`src/rtl/aes_req_arbiter.sv`:
```
// Round-robin front end that shares one multicycle AES-128 core between NUM_REQ
// requesters; launches only when a response slot is reserved in a 2-entry FIFO.
module aes_req_arbiter #(
  parameter int NUM_REQ = 4,
  parameter int ID_W    = $clog2(NUM_REQ)
) (
  input  logic                   clk,
  input  logic                   rst,
  input  logic [NUM_REQ-1:0]     req_valid,
  output logic [NUM_REQ-1:0]     req_ready,
  input  logic [NUM_REQ*128-1:0] req_data,
  input  logic [NUM_REQ*128-1:0] req_key,
  output logic [127:0]           core_in_bus,
  output logic [127:0]           core_key,
  input  logic [127:0]           core_out_bus,
  input  logic                   core_valid_ready,
  output logic                   rsp_valid,
  input  logic                   rsp_ready,
  output logic [127:0]           rsp_data,
  output logic [ID_W-1:0]        rsp_id
);
  localparam int ENT_W = ID_W + 128;

  typedef enum logic {IDLE = 1'b0, BUSY = 1'b1} state_t;

  state_t            state_q;
  logic [ID_W-1:0]   rr_q;
  logic [ID_W-1:0]   inflight_id_q;
  logic [ENT_W-1:0]  mem_q [2];
  logic [ENT_W-1:0]  mem_d [2];
  logic              wr_ptr_q, wr_ptr_d;
  logic              rd_ptr_q, rd_ptr_d;
  logic [1:0]        count_q, count_d;
  logic [ENT_W-1:0]  head_d;
  logic              rsp_valid_q;
  logic [127:0]      rsp_data_q;
  logic [ID_W-1:0]   rsp_id_q;

  logic              pop_s, capture_s, credit_s, grant_s;
  logic              gnt_found_s;
  logic [ID_W-1:0]   gnt_id_s, cand_s;
  logic [127:0]      data_a [NUM_REQ];
  logic [127:0]      key_a  [NUM_REQ];

  for (genvar i = 0; i < NUM_REQ; i++) begin : g_unpack
    assign data_a[i] = req_data[128*i +: 128];
    assign key_a[i]  = req_key[128*i +: 128];
  end

  function automatic logic [ID_W-1:0] next_id(input logic [ID_W-1:0] id);
    return (id == ID_W'(NUM_REQ - 1)) ? '0 : id + ID_W'(1);
  endfunction

  // Round-robin search: first valid requester after the last one granted.
  always_comb begin
    gnt_found_s = 1'b0;
    gnt_id_s    = '0;
    cand_s      = next_id(rr_q);
    for (int k = 0; k < NUM_REQ; k++) begin
      gnt_id_s    = (!gnt_found_s && req_valid[cand_s]) ? cand_s : gnt_id_s;
      gnt_found_s = gnt_found_s | req_valid[cand_s];
      cand_s      = next_id(cand_s);
    end
  end

  // Credit check and launch mux; a pop this cycle frees a slot for a new launch.
  always_comb begin
    pop_s       = rsp_valid_q & rsp_ready;
    capture_s   = core_valid_ready & (state_q == BUSY);
    credit_s    = ({1'b0, count_q} + {2'b00, (state_q == BUSY)}) < (3'd2 + {2'b00, pop_s});
    grant_s     = ~rst & core_valid_ready & gnt_found_s & credit_s;
    req_ready   = grant_s ? (NUM_REQ'(1) << gnt_id_s) : '0;
    core_in_bus = grant_s ? data_a[gnt_id_s] : 128'h0;
    core_key    = grant_s ? key_a[gnt_id_s] : 128'h0;
  end

  // Response FIFO next state; the output register tracks the post-update head.
  always_comb begin
    mem_d           = mem_q;
    mem_d[wr_ptr_q] = capture_s ? {inflight_id_q, core_out_bus} : mem_q[wr_ptr_q];
    wr_ptr_d        = wr_ptr_q ^ capture_s;
    rd_ptr_d        = rd_ptr_q ^ pop_s;
    count_d         = count_q + {1'b0, capture_s} - {1'b0, pop_s};
    head_d          = (count_d != 2'd0) ? mem_d[rd_ptr_d] : '0;
  end

  // Arbiter FSM, FIFO storage and registered response outputs.
  always_ff @(posedge clk or posedge rst) begin
    if (rst) begin
      state_q       <= IDLE;
      rr_q          <= ID_W'(NUM_REQ - 1);
      inflight_id_q <= '0;
      mem_q[0]      <= '0;
      mem_q[1]      <= '0;
      wr_ptr_q      <= 1'b0;
      rd_ptr_q      <= 1'b0;
      count_q       <= 2'd0;
      rsp_valid_q   <= 1'b0;
      rsp_data_q    <= 128'h0;
      rsp_id_q      <= '0;
    end else begin
      if (core_valid_ready) begin
        state_q <= grant_s ? BUSY : IDLE;
      end
      if (grant_s) begin
        rr_q          <= gnt_id_s;
        inflight_id_q <= gnt_id_s;
      end
      mem_q[0]    <= mem_d[0];
      mem_q[1]    <= mem_d[1];
      wr_ptr_q    <= wr_ptr_d;
      rd_ptr_q    <= rd_ptr_d;
      count_q     <= count_d;
      rsp_valid_q <= (count_d != 2'd0);
      rsp_data_q  <= head_d[127:0];
      rsp_id_q    <= head_d[ENT_W-1 -: ID_W];
    end
  end

  assign rsp_valid = rsp_valid_q;
  assign rsp_data  = rsp_data_q;
  assign rsp_id    = rsp_id_q;

endmodule

```
`config.mk`:
```
export PLATFORM = sky130hd
export DESIGN_NAME = aes_req_arbiter
export DESIGN_NICKNAME = d
export VERILOG_FILES = /design/src/rtl/aes_req_arbiter.sv
export SDC_FILE = /design/constraint.sdc
export NUM_CORES = 1
export LEC_CHECK = 0
export CORE_AREA = 4 4 596 598
export CTS_CLUSTER_SIZE = 12
export DETAILED_ROUTE_END_ITERATION = 8
export DIE_AREA = 0 0 600 602
export PLACE_DENSITY = 0.3
export SYNTH_ARGS = -nofsm -noshare
export SYNTH_HDL_FRONTEND = slang
export SYNTH_SLANG_ARGS = --single-unit
```
`constraint.sdc`:
```
create_clock -name clk -period 19.3 [get_ports clk]
set_input_delay 3.86 -clock clk [delete_from_list [all_inputs] [get_ports clk]]
set_output_delay 3.86 -clock clk [all_outputs]
set_load 0.02 [all_outputs]
```
==> results.txt <==
Die W: 600 um
Largest net degree at the start of global routing: 154
Core box area: 0.349 mm^2
Worst slew margin: 19.3%
Seq cells post-synth: 400
Rows: 217
Clk Latency, worst-skew pair: 0.65 ns
Least-Margin Pin Slew: 1.21 ns
Effective utilization at floorplan: 6.65%
Status: finished, final reports clean
Setup-failing EPs final: 0
Max FO, Critical Path: 104
PnR worst setup slack: 6.29 ns
PortBufs: 1,550
Reg clk slew, reported paths: 0.05 ns
WL met2: 143,000 um
Final Hold Vio Count: 0
Pleak: 17.9 nW
Synth async-reset ratio: 100%
CTS resizes: 0
Ports: 1,551
Tcrit/Tclk final: 67.4%
Clock root buffer: clkbuf_16
Max-Cap Viols: 0
Worst Path Arrival: 9.15 ns
Fmax: 0.0769 GHz
Worst path max stage delay: 0.85 ns
Final critical-path required period: 13.01 ns
GRT Residual Overflow: 0
H-Tree Depth: 2
Drc violations: 0
HPWL Detailed: 257,000 um
Final nets: 4,555
Setup TNS: 0 ns
Syn. warnings: 0
Ys flop type: dfrtp_1
Drt initial violations: 1,534
Cells after synthesis: 1,931
Distinct cells, synth: 44
First-pass detailed-route iteration total: 5
Avg Inst Size Synth: 12.0 um^2
Slowest stage cell, crit path: o22ai_1
Worst setup SP type: input pin
Post-Syn Area: 0.0232 mm^2
First-pass GRT wire length: 348,000 um
P per Cell Area: 146 mW/mm^2
Clk sink count: 400
Hold Crit Class: reg -> reg
Clock Skews: 0.0574 ns
Via count: 24,707
Die span in y: 602 um
DR WL/cell: 35.9 um
Setup bufs post-CTS: 0
Place WS: 6.30 ns
Post-DR vias/cell: 3.03
# hold bufs at CTS: 0
P&R area growth vs syn: 95.6%
CTS tree: yes
Most used cell, CP: clkdlybuf4s50_1
Initial antenna violation count: 284
Worst EP required: 15.44 ns
Gpl congestion: 0.924
Mapped Nets: 3,096
CTS buffer count: 48
Share of cells above drive strength 1: 6.22%
Kind of critical path: in -> out
Die area: 0.361 mm^2
Vias in the first global route: 25,350
CTS max path bufs: 3
Worst vdd ir: 154 uV
CP top delay family: buffers and inverters
Final Slew Violations: 0
Overall Global Routing Usage: 15.4%
RSZ-0062 raised after global routing: false
Worst path bufs/invs: 4
CP Cell Sequence: clkdlybuf4s50_1 > and2_4 > o31ai_2 > a31oi_1 > a311o_2 > buf_4 > buf_12 > mux2i_1 > o22ai_1 > clkdlybuf4s50_1
DR WL met3: 27,100 um
Worst setup EP type: output pin
Number of flops mapped to enable cells by yosys: 0
Post-synthesis sequential area ratio: 43.1%
Metal-1 WL: 110,000 um
Layout Utilization: 13.0%
Top Layer Used: met5
Final ANT Viol Nets: 0
Overall routed net length: 292,000 um
-- worst reg2reg max path: cells and delay by family, from the launching register on --
family                   cells  cell delay (ns)
buffers and inverters        4             1.17
AND/OR/NAND/NOR              2             0.78
adder cells (fa/ha/maj)      2             0.43
flip-flops                   1             0.38
XOR/XNOR                     2             0.31
AO/OA/AOI/OAI                1             0.17
-- cells by family after synthesis --
family          synth area share [%]
simple gates                    2.81
buf+inv                         5.91
flops                           43.1
fa+ha+maj                      0.269
mux                             40.2
xor+xnor                       0.113
compound gates                  7.54
-- metal layers --
metal  vias up  GRT usage (%)
li1      10240              -
met1     12364           16.9
met2      1492           26.9
met3       539           5.84
met4        72           5.38
met5         -              0
-- sequential cells by signal (all words and copies together), names as in the netlist, 2 cells and up --
| register | count |
|---|---|
| mem_q | 260 |
| rsp_data | 128 |
| count_q | 2 |
| inflight_id_q | 2 |
| rr_q | 2 |
| rsp_id | 2 |
-- power by group --
part	total [mW]	switching, mW	internal, mW
sequential	1.37	0.112	1.26
combinational	4.35	2.56	1.79
clock	0.935	0.405	0.530
-- through the flow --
step           instance area [um^2]  std cells  power [mW]  hold WS [ns]
2_1_floorplan                 23200       1931        4.05         0.453
3_3_place_gp                  43500       7939        5.79         0.467
3_5_place_dp                  43500       7939        5.82         0.477
4_1_cts                       45100       8024        6.82         0.489
5_1_grt                       45200       8073        7.04         0.500
6_report                      45400       8145        6.65         0.484
-- Yosys cell counts, types with 2 or more instances --
cell type	number	area, um^2
buf_1	11	41.3
buf_12	22	440
buf_2	42	210
buf_4	2	15.0
buf_6	27	304
buf_8	4	60.1
clkbuf_1	62	233
clkbuf_4	5	37.5
dfrtp_1	398	9960
dfstp_2	2	52.6
ha_1	5	62.6
inv_1	8	30.0
mux2_1	168	1890
mux2_2	90	1010
mux2i_1	643	6440
nand2_1	10	37.5
nand2b_1	2	12.5
nor2_1	138	518
nor3b_1	2	15.0
o21a_1	2	15.0
o21ai_0	6	30.0
o21ai_1	3	15.0
o22ai_1	256	1600
xnor2_1	3	26.3
-- path summary, 6_finish.rpt --
check / slack [ns] / depth (start not counted) / from / to
worst min-delay path: 0.48 / 1 / mem_q[63] / mem_q[63]
max in group asynchronous: 13.86 / 3 / rst / rsp_data[15]
worst max register to register: 15.98 / 11 / rsp_valid / rsp_id[1]
worst min register to register: 0.48 / 1 / mem_q[63] / mem_q[63]
min in group asynchronous: 3.85 / 2 / rst / mem_q[258]
worst max-delay path: 6.29 / 10 / req_valid[3] / core_key[13]
-- layout by cell type, fill, tap and decap left out, types with 2 or more instances in the layout --
cell type        instances
nor3b_1                  2
clkinv_16                2
xnor2_1                  2
o22ai_1                256
clkinv_4                 2
o21a_1                   2
inv_1                    7
dfstp_2                  2
dfrtp_1                398
mux2i_1                642
bufinv_16                3
inv_6                    2
clkbuf_8                 7
clkinv_2                10
ha_1                     5
nor2_1                 137
buf_12                   5
buf_4                   29
mux2_1                 168
o21ai_0                  6
clkbuf_16               48
o21ai_1                  3
mux2_2                  90
nand2_1                 10
clkbuf_1                 9
diode_2                121
clkdlybuf4s50_1       1550
-- area by class of cell --
class / count / area (um^2)
Antenna cell: 121 / 303
Clock buffer: 64 / 1330
Clock inverter: 21 / 263
Fill cell: 39560 / 304000
Inverter: 8 / 37.5
Multi-Input combinational cell: 1348 / 11900
Sequential cell: 400 / 10000
Tap cell: 4599 / 5750
Timing Repair Buffer: 1584 / 15800
Power figures use the tool's default switching activity.
